`config.mk`:
```
export PLATFORM = sky130hd
export DESIGN_NAME = crc16_tx_framer
export DESIGN_NICKNAME = d
export VERILOG_FILES = /design/src/rtl/crc16_tx_framer.sv
export SDC_FILE = /design/constraint.sdc
export NUM_CORES = 1
export LEC_CHECK = 0
export CORE_UTILIZATION = 50
export CTS_BUF_LIST = sky130_fd_sc_hd__clkbuf_2
export DETAILED_ROUTE_END_ITERATION = 8
export GPL_ROUTABILITY_DRIVEN = 0
export GPL_TIMING_DRIVEN = 0
export MAX_ROUTING_LAYER = met4
export PLACE_DENSITY_LB_ADDON = 0.05
export SYNTH_ARGS = -nofsm -noshare
export SYNTH_HDL_FRONTEND = slang
export SYNTH_SLANG_ARGS = --single-unit
```
`constraint.sdc`:
```
create_clock -name clk -period 2.8 [get_ports clk]
set_clock_uncertainty 0.15 [all_clocks]
set_input_delay 0.56 -clock clk [delete_from_list [all_inputs] [get_ports clk]]
set_output_delay 0.56 -clock clk [all_outputs]
set_load 0.01 [all_outputs]
```
`src/rtl/crc16_tx_framer.sv`:
```
// Byte-to-serial transmit framer: serializes payload MSB-first while feeding the
// external serial CRC-16 stage, then appends the captured CRC MSB-first.
module crc16_tx_framer #(
  parameter int unsigned MAX_BYTES = 256
) (
  input  logic        clk,
  input  logic        rst,
  input  logic [7:0]  s_data,
  input  logic        s_valid,
  input  logic        s_last,
  output logic        s_ready,
  output logic        crc_sync,
  output logic        crc_data,
  input  logic [15:0] crc_in,
  output logic        tx_bit,
  output logic        tx_valid,
  output logic        tx_sof,
  output logic        tx_eof,
  output logic [15:0] crc_out,
  output logic        err_underrun,
  output logic        err_len
);
  localparam int unsigned CNT_W = $clog2(MAX_BYTES + 1);

  typedef enum logic [2:0] {ST_IDLE, ST_SYNC, ST_DATA, ST_CAPT, ST_CRC} state_t;

  state_t           r_state;
  logic [7:0]       r_shift;
  logic             r_last;
  logic [CNT_W-1:0] r_bcnt;
  logic [3:0]       r_bitcnt;
  logic [15:0]      r_crc_sh;
  logic             r_s_ready;
  logic             r_crc_sync;
  logic             r_crc_data;
  logic             r_tx_bit;
  logic             r_tx_valid;
  logic             r_tx_sof;
  logic             r_tx_eof;
  logic [15:0]      r_crc_out;
  logic             r_err_underrun;
  logic             r_err_len;

  logic             w_accept;
  logic [CNT_W-1:0] w_bcnt_inc;
  logic             w_hit_max;
  logic             w_first_max;

  assign w_accept    = s_valid & r_s_ready;
  assign w_bcnt_inc  = r_bcnt + CNT_W'(1);
  assign w_hit_max   = (w_bcnt_inc == CNT_W'(MAX_BYTES));
  assign w_first_max = (CNT_W'(1) == CNT_W'(MAX_BYTES));

  // Outputs are registered: each edge loads the values shown in the following cycle.
  always_ff @(posedge clk or posedge rst) begin
    if (rst) begin
      r_state        <= ST_IDLE;
      r_shift        <= '0;
      r_last         <= 1'b0;
      r_bcnt         <= '0;
      r_bitcnt       <= '0;
      r_crc_sh       <= '0;
      r_s_ready      <= 1'b0;
      r_crc_sync     <= 1'b0;
      r_crc_data     <= 1'b0;
      r_tx_bit       <= 1'b0;
      r_tx_valid     <= 1'b0;
      r_tx_sof       <= 1'b0;
      r_tx_eof       <= 1'b0;
      r_crc_out      <= '0;
      r_err_underrun <= 1'b0;
      r_err_len      <= 1'b0;
    end else begin
      r_crc_sync     <= 1'b0;
      r_tx_sof       <= 1'b0;
      r_tx_eof       <= 1'b0;
      r_err_underrun <= 1'b0;
      r_err_len      <= 1'b0;
      case (r_state)
        ST_IDLE: begin
          r_s_ready <= 1'b1;
          if (w_accept) begin
            r_shift    <= s_data;
            r_last     <= s_last | w_first_max;
            r_err_len  <= ~s_last & w_first_max;
            r_bcnt     <= CNT_W'(1);
            r_s_ready  <= 1'b0;
            r_crc_sync <= 1'b1;
            r_state    <= ST_SYNC;
          end
        end
        ST_SYNC: begin
          r_state    <= ST_DATA;
          r_bitcnt   <= '0;
          r_tx_valid <= 1'b1;
          r_tx_bit   <= r_shift[7];
          r_crc_data <= r_shift[7];
          r_tx_sof   <= 1'b1;
          r_shift    <= {r_shift[6:0], 1'b0};
        end
        ST_DATA: begin
          if (r_bitcnt != 4'd7) begin
            r_bitcnt   <= r_bitcnt + 4'd1;
            r_tx_bit   <= r_shift[7];
            r_crc_data <= r_shift[7];
            r_shift    <= {r_shift[6:0], 1'b0};
            r_s_ready  <= (r_bitcnt == 4'd6) & ~r_last;
          end else if (r_last) begin
            r_state    <= ST_CAPT;
            r_tx_valid <= 1'b0;
            r_tx_bit   <= 1'b0;
            r_crc_data <= 1'b0;
          end else if (w_accept) begin
            // Next byte arrives on the bit-0 cycle so the bit stream stays contiguous.
            r_bitcnt   <= '0;
            r_tx_bit   <= s_data[7];
            r_crc_data <= s_data[7];
            r_shift    <= {s_data[6:0], 1'b0};
            r_last     <= s_last | w_hit_max;
            r_err_len  <= ~s_last & w_hit_max;
            r_bcnt     <= w_bcnt_inc;
            r_s_ready  <= 1'b0;
          end else begin
            r_state        <= ST_IDLE;
            r_err_underrun <= 1'b1;
            r_s_ready      <= 1'b1;
            r_tx_valid     <= 1'b0;
            r_tx_bit       <= 1'b0;
            r_crc_data     <= 1'b0;
          end
        end
        ST_CAPT: begin
          r_crc_out  <= crc_in;
          r_crc_sh   <= {crc_in[14:0], 1'b0};
          r_tx_bit   <= crc_in[15];
          r_tx_valid <= 1'b1;
          r_bitcnt   <= '0;
          r_state    <= ST_CRC;
        end
        ST_CRC: begin
          if (r_bitcnt != 4'd15) begin
            r_bitcnt <= r_bitcnt + 4'd1;
            r_tx_bit <= r_crc_sh[15];
            r_crc_sh <= {r_crc_sh[14:0], 1'b0};
            r_tx_eof <= (r_bitcnt == 4'd14);
          end else begin
            r_state    <= ST_IDLE;
            r_tx_valid <= 1'b0;
            r_tx_bit   <= 1'b0;
            r_s_ready  <= 1'b1;
          end
        end
        default: r_state <= ST_IDLE;
      endcase
    end
  end

  assign s_ready      = r_s_ready;
  assign crc_sync     = r_crc_sync;
  assign crc_data     = r_crc_data;
  assign tx_bit       = r_tx_bit;
  assign tx_valid     = r_tx_valid;
  assign tx_sof       = r_tx_sof;
  assign tx_eof       = r_tx_eof;
  assign crc_out      = r_crc_out;
  assign err_underrun = r_err_underrun;
  assign err_len      = r_err_len;
endmodule

```
* Yosys cells after proc, flatten, opt, wreduce, memory -nomap -nowiden
Cells that the tools add are included.
** Storage, ports and cells
- Register bits :: 66
- Input bits :: 28
- Output and inout bits :: 25
- Logic and storage cells :: 115
** Operators by class
- Add/subtract/negate cells :: 2
- Eq/ne operators :: 18
- Multiplexer cells :: 56
- Bitwise gates (word level) :: 6
- Reductions and logical operators :: 17
** Operators by type and width (count)
- two-way mux 9 bit :: 4
- two-way mux 8 bit :: 4
- case mux 16 bit (2 select lines) :: 1
- two-way mux 1 bit :: 28
- case mux 8 bit (3 select lines) :: 1
- case mux 9 bit (2 select lines) :: 1
- two-way mux 16 bit :: 1
- two-way mux 4 bit :: 4
- AND reduction 4 bit :: 4
- two-way mux 3 bit :: 5
- case mux 3 bit (5 select lines) :: 1
- != test 2 bit (second input constant) :: 6
- case mux 4 bit (3 select lines) :: 1
- adder 9 x 1 -> 9 bit (second input constant) :: 1
- == test 9 bit (second input constant) :: 1
- != test 3 bit (second input constant) :: 3
- nonzero test 3 bit :: 3
- == test 3 x 2 -> 1 bit (second input constant) :: 2
- case mux 1 bit (3 select lines) :: 2
- AND reduction 3 bit :: 2
- nonzero test 2 bit :: 3
- AND reduction 5 bit :: 1
- adder 4 x 1 -> 4 bit (second input constant) :: 1
- == test 4 x 3 -> 1 bit (second input constant) :: 1
- other kinds (14) :: 18

* Logic depth before layout (Yosys ltp)
Gate-level depths: netlist (run 1).
- Depth after elaboration :: 7
- Depth in mapped cells :: 8
- Mapped depth without buffers :: 7

* Worst setup path after synthesis (run 1)
No wires, ideal clock.
- Path type :: reg-to-reg
- Start :: register r_bitcnt[0]
- End :: register r_s_ready (netlist: s_ready)
- Data arrival time :: 1663 ps
- Required time :: 2525 ps
- Setup slack :: 862 ps
- Cell stages (with the launch flop) :: 6
- Path buffers :: 0
- Period minus slack after synthesis :: 1938 ps
- Cells stage by stage :: dfrtp_1 > ha_1 > nand3_1 > o21a_1 > a311oi_1 > mux2_2
** On the way
- Longest elaborated chain between the ends :: 4
** Ends and longest elaborated chain
- start: declaration :: line 31 : logic [3:0] r_bitcnt;
- start signal: assignment :: line 103 : r_bitcnt <= r_bitcnt + 4'd1;
- start signal: assignment :: line 142 : r_bitcnt <= r_bitcnt + 4'd1;
- == test 4 x 3 -> 1 bit :: line 107 : r_s_ready <= (r_bitcnt == 4'd6) & ~r_last;
- bitwise AND 1 bit :: line 107
- two-way mux 1 bit :: line 102 : if (r_bitcnt != 4'd7) begin
- case mux 1 bit (3 select lines) :: line 79 : case (r_state)
- end signal: assignment :: line 107
- end: declaration :: line 33 : logic r_s_ready;
Parallel ways exist; a longest one is shown, timed or not.
A chain may end at the register's enable or synchronous reset.

* Worst setup path in the final report (run 1)
- Start :: register r_tx_bit (netlist: tx_bit)
- End :: output tx_bit
** RTL lines
- start: declaration :: line 36 : logic r_tx_bit;
- start signal: assignment :: line 96 : r_tx_bit <= r_shift[7];
- start signal: assignment :: line 104 : r_tx_bit <= r_shift[7];
- start signal: assignment :: line 116 : r_tx_bit <= s_data[7];
- end: declaration :: line 15 : output logic tx_bit,
No word-level cell between the ends.

==> impl_summary.md, run 1 <==
Floorplanning
For this configuration, the core starts out at a cell density of 53.1%. The core region is 6100 sq um. The floorplan die area is 6790 sq um. The top-level I/O count is 53. The vertical extent of the die is 82.4 microns. The standard-cell row count is 28. The die extent in x is 82.4 microns.

Routing
The number of search-and-repair iterations in the first detailed-routing pass is 5. For this run, design rule violations remaining after detail routing come to 0. For this block, the routed nets add up to 6.76 mm of wire. The total number of vias is 2,710. The detail route stage leaves a number of antenna-violating nets equal to 0. The via density per instance is 5.49. After detailed routing, the average wire length per cell comes to 13.7 microns. The starting DRC count in detailed routing is 171.

Logic synthesis
Dividing the synthesized area by the synthesized cell count gives 9.24 sq um. The synthesized instance count is 350. The most common flop cell mapped by yosys is sky130_fd_sc_hd__dfrtp_1. The synthesized netlist occupies a cell area of 3230 sq um. The top cell type by area accounts for 50.3% of the synthesized area. The number of storage elements in the synthesis netlist is 65. The async set-or-reset flop fraction in the synthesized netlist is 100%. The number of nets produced by synthesis is 382. The sequential fraction of the synthesis area is 50.3%. Yosys attributes the largest share of cell area to sky130_fd_sc_hd__dfrtp_1 50%, sky130_fd_sc_hd__nand2_1 9.3%, sky130_fd_sc_hd__o21ai_0 5.6%. Counting flops with a built-in enable in the synthesized netlist gives 0.

The yosys synthesis warning count is 0. The number of library cell types mapped by synthesis is 49. The dominant cell type by area after synthesis is sky130_fd_sc_hd__dfrtp_1.

Place
Buffers placed on the I/O ports in this run total 52. The post-placement cell count is 478. Detailed placement finished with a half-perimeter wire length of 4.74 mm.

Worst setup path
The endpoint of the lowest-slack register-to-register path is s_ready. The largest stage delay on the critical path is 560 ps. The total stage count of the critical path is 1. Data on the critical path arrives at its endpoint at 1490 ps. Together, buffers and inverters on the worst path number 1. The kind of capture point of the worst setup path is an output port. The depth of the worst register-to-register path is 5. The launching element of the worst setup path is tx_bit. The peak fanout along the critical path is 5. In this run the worst setup path terminates at tx_bit. The flop-to-flop setup slack is 630 ps.

The type of the worst setup path is reg2out. The startpoint kind of the worst setup timing path is a flop. The critical path goes through clkdlybuf4s50_1. Among all stages on the critical path, the largest delay is contributed by sky130_fd_sc_hd__clkdlybuf4s50_1. The worst register-to-register path begins at r_bitcnt[0].

Data on the critical path is required at its endpoint by 2090 ps. On the critical path the largest part of the delay comes from buffers and inverters.

Global route
The maximum number of pins on one net before global-route repair is 39. For this run the aggregate overflow at the end of global routing stands at 0. Global routing consumed, over all layers together, 22.9% of the routing resources.

The via count of the first global-routing pass is 2,530. The first-pass GRT wire length is 11.3 mm. The number of antenna violations at the first check in global routing came to 0.

STA
The final number of setup-violating endpoints is 0. Setup repair after global routing left no endpoint under its margin. The max-slew violation count came to 0. The final period demand of the worst path is 2200 ps. After layout, the worst path uses 78.7% of the clock period.

Derived from the worst setup path, the maximum achievable clock frequency is 454 MHz. The remaining max-slew budget at the tightest pin is 59.9%. For the pin with the worst max-slew slack, the measured transition is 600 ps. The number of endpoints with negative hold slack in the final report is 0.

Power and ir drop
The highest ir drop seen on vdd is 621 uV. The cell leakage power is 1.86 nW. Sequential cells burn 37.4% of the power. For this design the ratio of total power to cell area is 1040 nW/um^2. Net switching is 39.4% of the power. The design internal power is 2.51 mW. The switching power of the nets is 1.63 mW. The portion of total power attributed to combinational logic is 47.5%. The clock network fraction of design power is 15.1%. After layout, the design draws a total of 4.15 mW.

Cells and area
The number of nets at the end of the flow is 446. Of the cells placed in the final design, the portion with a size suffix greater than 1 is 9.07%. The non-filler instance count after layout is 494. Leaving out fill and tap cells, the most frequent cells in the layout are 80 x sky130_fd_sc_hd__nand2_1, 65 x sky130_fd_sc_hd__dfrtp_1, 52 x sky130_fd_sc_hd__clkdlybuf4s50_1.

The library cell used most frequently in the layout, excluding fill and tap cells, is sky130_fd_sc_hd__nand2_1. Relative to the synthesized area, the layout overhead comes to 23.6%. The number of antenna repair diodes is 0.

Clocking
In this run the clock root is driven by a sky130_fd_sc_hd__clkbuf_2. Gates resized during post-CTS repair numbered 0. TritonCTS built the clock tree.

The number of setup buffers added after CTS is 0. The number of clock buffers inserted by TritonCTS is 9. The number of hold buffers added after CTS is 0. The latest clock arrival within the worst-skew pair is 520 ps. No sink is reached through more buffers than the 2 on the longest clock path. The CTS clock-pin slew for the worst setup and hold paths is 170 ps. Counting every sink on the clock net gives 65. The depth of the CTS H-tree is 3.

Run status
The flow ran to the end, and the final reports show no timing, DRC or antenna violations.

Hold path
The worst hold path belongs to the class in2async.

Run
Across the run, the number of max-cap violations was 0.
## power groups by stage
stage	clock network (mW)	logic, mW	registers, mW
global placement	0	1.93	1.56
floorplan	0	1.26	1.61
detailed placement	0	1.98	1.58
finish	0.627	1.97	1.55
global route	0.687	2.20	1.60
CTS	0.641	1.99	1.55
## worst min path at each step
stage          depth (start not counted)           end         start  slack [ps]
3_5_place_dp                           2   crc_out[12]   crc_out[12]         310
5_1_grt                                2     r_bcnt[4]           rst         280
4_1_cts                                2     r_bcnt[3]           rst         270
3_3_place_gp                           2   crc_out[15]   crc_out[15]         310
6_report                               2   r_bitcnt[2]           rst         270
2_1_floorplan                          2  r_crc_sh[10]  r_crc_sh[10]         300
## registers in the layout, indices dropped and copies added, names as in the netlist, 3 cells and up
register / flops
crc_out: 16
r_bcnt: 9
r_bitcnt: 4
r_crc_sh: 15
r_shift: 8
r_state: 3
## Yosys cell counts, types with 2 or more instances
cell                       instances
sky130_fd_sc_hd__and2b_1           2
sky130_fd_sc_hd__dfrtp_1          65
sky130_fd_sc_hd__buf_2             8
sky130_fd_sc_hd__nor3b_1           4
sky130_fd_sc_hd__a222oi_1          7
sky130_fd_sc_hd__o31ai_1           8
sky130_fd_sc_hd__nor2_1           22
sky130_fd_sc_hd__nor3_1            4
sky130_fd_sc_hd__clkbuf_2          3
sky130_fd_sc_hd__nand2_1          80
sky130_fd_sc_hd__ha_1              4
sky130_fd_sc_hd__and2_1            2
sky130_fd_sc_hd__a31oi_1           5
sky130_fd_sc_hd__and3b_1           2
sky130_fd_sc_hd__a311oi_1          2
sky130_fd_sc_hd__mux2i_1          15
sky130_fd_sc_hd__a22o_1            2
sky130_fd_sc_hd__or3_1             2
sky130_fd_sc_hd__xnor2_1           3
sky130_fd_sc_hd__and3_1            5
sky130_fd_sc_hd__clkbuf_1          7
sky130_fd_sc_hd__a21oi_1          17
sky130_fd_sc_hd__buf_4             2
sky130_fd_sc_hd__inv_1             8
sky130_fd_sc_hd__nor4_1            4
sky130_fd_sc_hd__nand3_1           9
sky130_fd_sc_hd__o21ai_0          36
## per-stage QoR
stage | setup slack [ps] | instance area, sq um | util [%] | TNS, ps | hold slack, ps
2_1_floorplan | 464 | 3230 | - | 0 | 299
3_3_place_gp | -723 | 3850 | 63.1 | -46770 | 307
3_5_place_dp | 259 | 3870 | 63.5 | 0 | 312
4_1_cts | 564 | 4000 | 65.6 | 0 | 270
5_1_grt | 386 | 4000 | 65.6 | 0 | 284
6_report | 597 | 4000 | 65.6 | 0 | 269
## layer usage
layer | vias to the layer above | wire length [microns] | GRT usage [%]
li1 | 1370 | - | -
met4 | 0 | 127 | 9.47
met3 | 13 | 235 | 4.29
met2 | 46 | 3180 | 35.2
met5 | - | 0 | -
met1 | 1281 | 3220 | 29.9
## kinds of logic after synthesis
kind of cell             after synthesis  share of synthesized area (%)
XOR/XNOR                               3                          0.813
AO/OA/AOI/OAI                         90                           18.3
flip-flops                            65                           50.3
multiplexers                          16                           4.99
adder cells (fa/ha/maj)                4                           1.55
AND/OR/NAND/NOR                      144                           20.1
buffers and inverters                 28                           3.91
## cell type report
class	instances	area, sq um
flip-flops and latches	65	1630
clock buffers	9	45.0
clock inverters	7	85.1
multi-input cells	257	1480
well taps	75	93.8
inverters	8	30.0
repair buffers	53	541
fillers	540	2100
plain buffers	20	96.3
No activity file was read; power rests on OpenSTA's default activity.
==> run 2, diff against run 1 <==
==> constraint.sdc (replaced) <==
create_clock -name clk -period 2.1 [get_ports clk]
set_clock_uncertainty 0.15 [all_clocks]
set_input_delay 0.42 -clock clk [delete_from_list [all_inputs] [get_ports clk]]
set_output_delay 0.42 -clock clk [all_outputs]
set_load 0.01 [all_outputs]
==> run 2 against run 1 <==
  * Clock power is 19% higher
  * Die area stayed put
  * Sequential cell count stayed put
  * Power is 36% higher
  * Critical path type unchanged
  * Combinational power is 44% higher
  * Non-clock buffer count is 7 higher
==> impl_summary.md, run 2 (synthesized netlist as in run 1, its figures left out) <==
Floorplanning
The standard-cell row count is 28 (unchanged). The vertical extent of the die is 82.4 microns (unchanged). The die extent in x is 82.4 microns (unchanged). The initial standard-cell utilization of the core is 53.1% (unchanged). The top-level I/O count is 53 (unchanged). The core region area is 6100 sq um (unchanged). The floorplan die area is 6790 sq um (unchanged).

STA
The summed negative setup slack over all endpoints is 0 ps (unchanged). Setup repair after global routing left no endpoint under its margin. The final number of setup-violating endpoints was 0 (unchanged). The max-slew violation count is 0 (unchanged). The number of endpoints with negative hold slack in the final report came to 0 (unchanged). The share of the cycle needed by the critical path after routing is 95.3%. The slew at the pin with the worst max-slew slack came to 580 ps (-20.5 ps). The smallest clock period supported by the final layout is computed as 2000 ps. The remaining max-slew budget at the tightest pin is 61.3% (+1.3 points).

For this run, the top clock speed supported by timing is 500 MHz.

Routing
The via density per instance is 5.53 (+0.90%). The residual DRC count is 0 (unchanged). The starting DRC count in detailed routing is 194 (+13%). The count of antenna-violating nets left after detailed routing is 0 (unchanged). The routed wire length came to 7.03 mm (+3.9%).

The average wire length per cell after detail routing is 14.0 microns (+2.5%). The total number of vias was 2,773 (+2.3%). The number of search-and-repair iterations in the first detailed-routing pass is 4 (-1).

Worst setup path
The flop-to-flop setup slack was 110 ps (-520 ps). Traced cell by cell, the critical path runs through clkdlybuf4s50_1. The slowest cell on the critical path is sky130_fd_sc_hd__clkdlybuf4s50_1. The largest stage delay on the critical path was 540 ps (-20 ps).

The family of cells with the greatest summed delay on the critical path is buffers and inverters. The source of the worst register-to-register timing path is r_bcnt[0]. The total stage count of the critical path is 1 (unchanged). The type of the worst setup path is reg2out.

The data arrival at the endpoint of the critical path is 1430 ps (-60 ps). The number of buffer and inverter instances along the worst setup path is 1 (unchanged). The endpoint identified for the worst register-to-register timing path is err_len. The kind of capture point of the worst setup path is an output port. STA classifies the critical path startpoint as a flop.

The depth of the worst register-to-register path came to 6 (+1). The data required time at the worst endpoint came to 1530 ps (-560 ps). The peak fanout along the critical path is 2 (-3).

Clocking
The number of sinks on the clock net is 65 (unchanged). The maximum clock path buffer count is 2 (unchanged). The latest clock arrival within the worst-skew pair came to 490 ps (-30 ps). The CTS clock-pin slew for the worst setup and hold paths is 200 ps (+30 ps). The buffer type at the clock tree root is sky130_fd_sc_hd__clkbuf_2.

TritonCTS built the clock tree. The number of clock buffers inserted by TritonCTS is 9 (unchanged). The depth of the CTS H-tree is 3 (unchanged).

Run status
The flow ran to the end, and the final reports show no timing, DRC or antenna violations.

Cells and area
The final instance area was 4120 sq um (+3.1%). The fill cell total of the finished layout is 539 (-0.19%). The non-filler instance count after layout is 501 (+1.4%).

The number of antenna repair diodes was 0 (unchanged). The commonest non-fill, non-tap cell in the layout is sky130_fd_sc_hd__nand2_1. The area taken by multi-input logic gates is 1540 sq um (+3.9%).

The flip-flop count of the largest register, all copies and words added is 16 (unchanged). The number of nets at the end of the flow is 453 (+1.6%). In the layout the commonest cells are 79 x sky130_fd_sc_hd__nand2_1, 63 x sky130_fd_sc_hd__dfrtp_1, 50 x sky130_fd_sc_hd__clkdlybuf4s50_1. The sequential cell area is 1630 sq um (+0.15%). The fraction of final layout cells with drive strength greater than 1 is 13.8% (+4.8 points). The fraction of the core area covered by cells at the end of the flow was 67.7% (+2.1 points). The area growth from synthesis to layout is 27.5%.

Global route
The via count of the first global-routing pass is 2,471 (-2.3%). The total overflow reported by the global router is 0 (unchanged). The overall track demand over capacity in global routing was 22.7% (-0.26 points). The maximum number of pins on one net before global-route repair was 41 (+5.1%). The first-pass GRT wire length is 11.1 mm (-2.0%). The number of antenna violations at the first check in global routing is 0 (unchanged).

Place
The cell area after placement is 3870 sq um (about the same). The half-perimeter wire length of the detailed placement result is 4.77 mm (+0.76%). The number of buffers added on ports was 52 (unchanged). The post-placement cell count is 478 (unchanged).

Power and ir drop
The power density over cell area came to 1370 nW/um^2 (+32%). The highest ir drop seen on vdd is 691 uV (+11%). The cell leakage power came to 1.90 nW (+2.4%).

Run
The number of maximum-capacitance constraint violations is 0 (unchanged).

Hold path
In this run the worst hold path is classified as in2async.
-- run 2: metrics by stage --
stage	hold slack, ps	setup WS [ps]	power (mW)
2_1_floorplan	299	162	3.82
6_report	147	99.2	5.65
5_1_grt	171	2.48	6.12
3_5_place_dp	311	-340	4.75
4_1_cts	138	2.13	5.57
3_3_place_gp	306	-278	4.66
-- run 2: metal layers --
metal  global-route usage (%)  vias to the layer above  part of all wire (%)  wire (microns)
met1                     28.8                     1317                    48            3400
met2                     35.0                       57                    46            3260
met3                     5.05                       10                   3.9             271
met5                        -                        -                     0               0
met4                     9.30                        0                   1.4              99
li1                         -                     1389                     -               -
-- run 2: power by group --
group	internal, mW	switching [mW]	total (mW)
clock	0.271	0.478	0.748
combinational	1.32	1.53	2.84
sequential	1.77	0.289	2.06
total	3.36	2.29	5.65
-- run 2: final cells by class --
class	instances	area share [%]
plain buffers	19	2.28
clock buffers	9	1.09
clock inverters	7	1.73
inverters	8	0.819
multi-input cells	257	37.3
flip-flops and latches	65	39.5
well taps	75	2.28
repair buffers	61	15.0
-- run 2: worst max path at each step --
stage                start          to
2_1_floorplan  r_bitcnt[0]     s_ready
6_report           s_ready     s_ready
3_5_place_dp       s_valid  r_shift[7]
5_1_grt         r_state[1]   r_bcnt[3]
3_3_place_gp       s_valid  r_shift[7]
4_1_cts             tx_bit      tx_bit
-- run 2: repair_timing --
item | 4_1_cts | 5_1_grt
gates resized for setup | 8 | 14
pin swaps | 0 | 3
hold buffers | 0 | 0
buffers inserted | 2 | 6
endpoints found under the setup margin | 12 | 36
==> run 3, diff against run 2 <==
--- a/config.mk
+++ b/config.mk
@@ -5,6 +5,7 @@
 export SDC_FILE = /design/constraint.sdc
 export NUM_CORES = 1
 export LEC_CHECK = 0
+export CORE_MARGIN = 4
 export CORE_UTILIZATION = 50
 export CTS_BUF_LIST = sky130_fd_sc_hd__clkbuf_2
 export DETAILED_ROUTE_END_ITERATION = 8
==> run 3 against run 2 <==
  * Global-route usage decreased by 1.9 points
  * Cell count grew 0.40%
  * Largest cell class unchanged
  * Sequential share of layout area fell by 0.23 points
  * Final area grew 0.67%
==> impl_summary.md, run 3 (synthesized netlist as in run 1, its figures left out) <==
Run status
The flow ran to the end, and the final reports show no timing, DRC or antenna violations.

Cells and area
The number of nets at the end of the flow was 453 (unchanged). The fraction of final layout cells with drive strength greater than 1 is 13.6% (-0.23 points). The fill cell total of the finished layout is 528 (-2.0%).

The synthesis-to-layout area growth is 28.4%. The number of antenna repair diodes is 0 (unchanged). The sequential cell area was 1630 sq um (about the same). The flip-flop count of the largest register, all copies and words added is 16 (unchanged). The commonest non-fill, non-tap cell in the layout is sky130_fd_sc_hd__nand2_1. The area taken by multi-input logic gates is 1540 sq um (+0.32%). The top cell types in the final layout, fill and taps aside, are 80 x sky130_fd_sc_hd__nand2_1, 62 x sky130_fd_sc_hd__dfrtp_1, 51 x sky130_fd_sc_hd__clkdlybuf4s50_1.

STA
The max-slew violation count is 0 (unchanged). The final worst slack is 84.6 ps (-14.6 ps). The slew at the pin with the worst max-slew slack is 591 ps (+10.8 ps). The final period demand of the worst path is 2020 ps (+14.6 ps). The summed negative setup slack over all endpoints is 0 ps (unchanged). The highest attainable clock frequency is 496 MHz (-0.73%).

The share of the cycle needed by the critical path after routing is 96.0% (+0.70 points). The remaining max-slew budget at the tightest pin was 60.5% (-0.72 points). The number of endpoints with negative hold slack in the final report was 0 (unchanged). The final number of setup-violating endpoints is 0 (unchanged).

Floorplanning
The die extent in x came to 88.4 microns (+7.3%). The standard-cell row count is 29 (+3.6%). The initial standard-cell utilization of the core was 51.2% (-1.8 points). The top-level I/O count was 53 (unchanged). The core region area is 6310 sq um (+3.6%). The vertical extent of the die is 88.4 microns (+7.3%). The floorplan die area is 7820 sq um (+15%).

Place
The number of buffers added on ports is 52 (unchanged). The half-perimeter wire length of the detailed placement result is 4.94 mm (+3.6%). The worst slack after detailed placement came to -300 ps (+40.7 ps).

Clocking
The latest clock arrival within the worst-skew pair is 490 ps (about the same). The number of sinks on the clock net is 65 (unchanged). The maximum clock path buffer count is 2 (unchanged). The depth of the CTS H-tree is 3 (unchanged). TritonCTS built the clock tree.

The number of clock buffers inserted by TritonCTS was 9 (unchanged). The CTS clock-pin slew for the worst setup and hold paths is 190 ps (about the same). The buffer type at the clock tree root is sky130_fd_sc_hd__clkbuf_2.

The number of hold buffers added after CTS came to 0 (unchanged).

Hold path
The path class of the tightest hold or removal check is in2async.

Global route
The total overflow reported by the global router was 0 (unchanged). The maximum number of pins on one net before global-route repair was 41 (unchanged). The number of antenna violations at the first check in global routing was 0 (unchanged). The via count of the first global-routing pass was 2,633 (+6.6%).

The overall track demand over capacity in global routing is 20.8% (-1.9 points). The first-pass GRT wire length is 12.3 mm (+11%).

Power and ir drop
The power density over cell area came to 1390 nW/um^2 (+1.7%). The cell leakage power is 1.92 nW (+0.61%). The clock network fraction of design power is 14.5% (+1.3 points). The fraction of power consumed by sequential logic was 36.0% (-0.5 points). The total power is 5.78 mW (+2.4%). The switching power of the nets is 2.29 mW (-0.28%). The portion of total power attributed to combinational logic is 49.6% (-0.7 points). The switching part of the total is 39.5% (-1.1 points). The highest ir drop seen on vdd was 824 uV (+19%). The design internal power came to 3.50 mW (+4.2%).

Worst setup path
The data required time at the worst endpoint is 1530 ps (about the same). The most critical setup path has its startpoint at crc_out[9]. For this design, the slowest cell found on the critical path is sky130_fd_sc_hd__clkdlybuf4s50_1. The kind of capture point of the worst setup path is an output port.

The peak fanout along the critical path was 2 (unchanged). Traced cell by cell, the critical path runs through clkdlybuf4s50_1. The worst register-to-register path begins at r_bcnt[0]. STA classifies the critical path startpoint as a flop. The data arrival at the endpoint of the critical path is 1450 ps (+20 ps). The type of the worst setup path is reg2out. The largest stage delay on the critical path is 540 ps (about the same). On the critical path the largest part of the delay comes from buffers and inverters. The number of buffer and inverter instances along the worst setup path is 1 (unchanged).

Routing
The total number of vias is 2,781 (+0.29%). The routed wire length was 7.29 mm (+3.7%). The count of antenna-violating nets left after detailed routing is 0 (unchanged).

The via density per instance is 5.53 (-0.11%). The average wire length per cell after detail routing was 14.5 microns (+3.3%). The residual DRC count is 0 (unchanged). The starting DRC count in detailed routing is 117 (-40%). The number of search-and-repair iterations in the first detailed-routing pass came to 6 (+2).

Run
The number of maximum-capacitance constraint violations is 0 (unchanged).
[run 3: cell count changes in the layout (fill, tap and decap cells not counted), moves of 2 or more]
cell,previous run,this run
sky130_fd_sc_hd__buf_2,8,5
sky130_fd_sc_hd__clkinvlp_4,4,1
sky130_fd_sc_hd__clkbuf_2,13,15
sky130_fd_sc_hd__clkbuf_4,0,2
[run 3: worst paths after layout]
| path | slack, ps | depth (start not counted) | to |
|---|---|---|---|
| min | 170 | 2 | r_shift[3] |
| max | 80 | 1 | crc_out[9] |
| max in group asynchronous | 1010 | 3 | r_bcnt[1] |
| max reg2reg | 110 | 6 | err_len |
| min reg2reg | 340 | 2 | crc_out[15] |
| min in group clk | 300 | 3 | crc_out[9] |
[run 3: metrics by stage]
| stage | hold WS [ps] | utilization, % | std cells | cell area [sq um] |
|---|---|---|---|---|
| CTS | 164 | 64.2 | 496 | 4050 |
| global placement | 306 | 61.1 | 479 | 3850 |
| detailed placement | 311 | 61.4 | 480 | 3870 |
| global route | 166 | 65.8 | 503 | 4150 |
| finish | 173 | 65.8 | 503 | 4150 |
| floorplan | 299 | - | 350 | 3240 |
[run 3: power by group through the flow]
stage / Sequential [mW] / Combinational, mW / Clock, mW
after floorplan: 2.15 / 1.68 / 0
after global placement: 2.08 / 2.59 / 0
after detailed placement: 2.10 / 2.66 / 0
after CTS: 2.08 / 2.76 / 0.865
after global routing: 2.15 / 3.23 / 0.934
final: 2.08 / 2.87 / 0.838
[run 3: per-layer routing]
layer	share of wire (%)	track usage, %
met1	47	27.7
met3	5.2	3.35
met4	1.1	8.10
met2	47	32.0
met5	0	-
[run 3: layout make-up]
cell class / count / area share (%)
Buffer: 20 / 2.56
Clock buffer: 10 / 1.21
Clock inverter: 6 / 1.99
Inverter: 8 / 0.814
Multi-Input combinational cell: 257 / 37.2
Sequential cell: 65 / 39.3
Tap cell: 77 / 2.32
Timing Repair Buffer: 60 / 14.6
[run 3: timing repair]
action / 4_1_cts / 5_1_grt
buffers inserted: 0 / 7
gates resized for setup: 9 / 14
pin swaps: 0 / 2
hold endpoints to repair: 0 / 0
setup endpoints to repair: 11 / 45
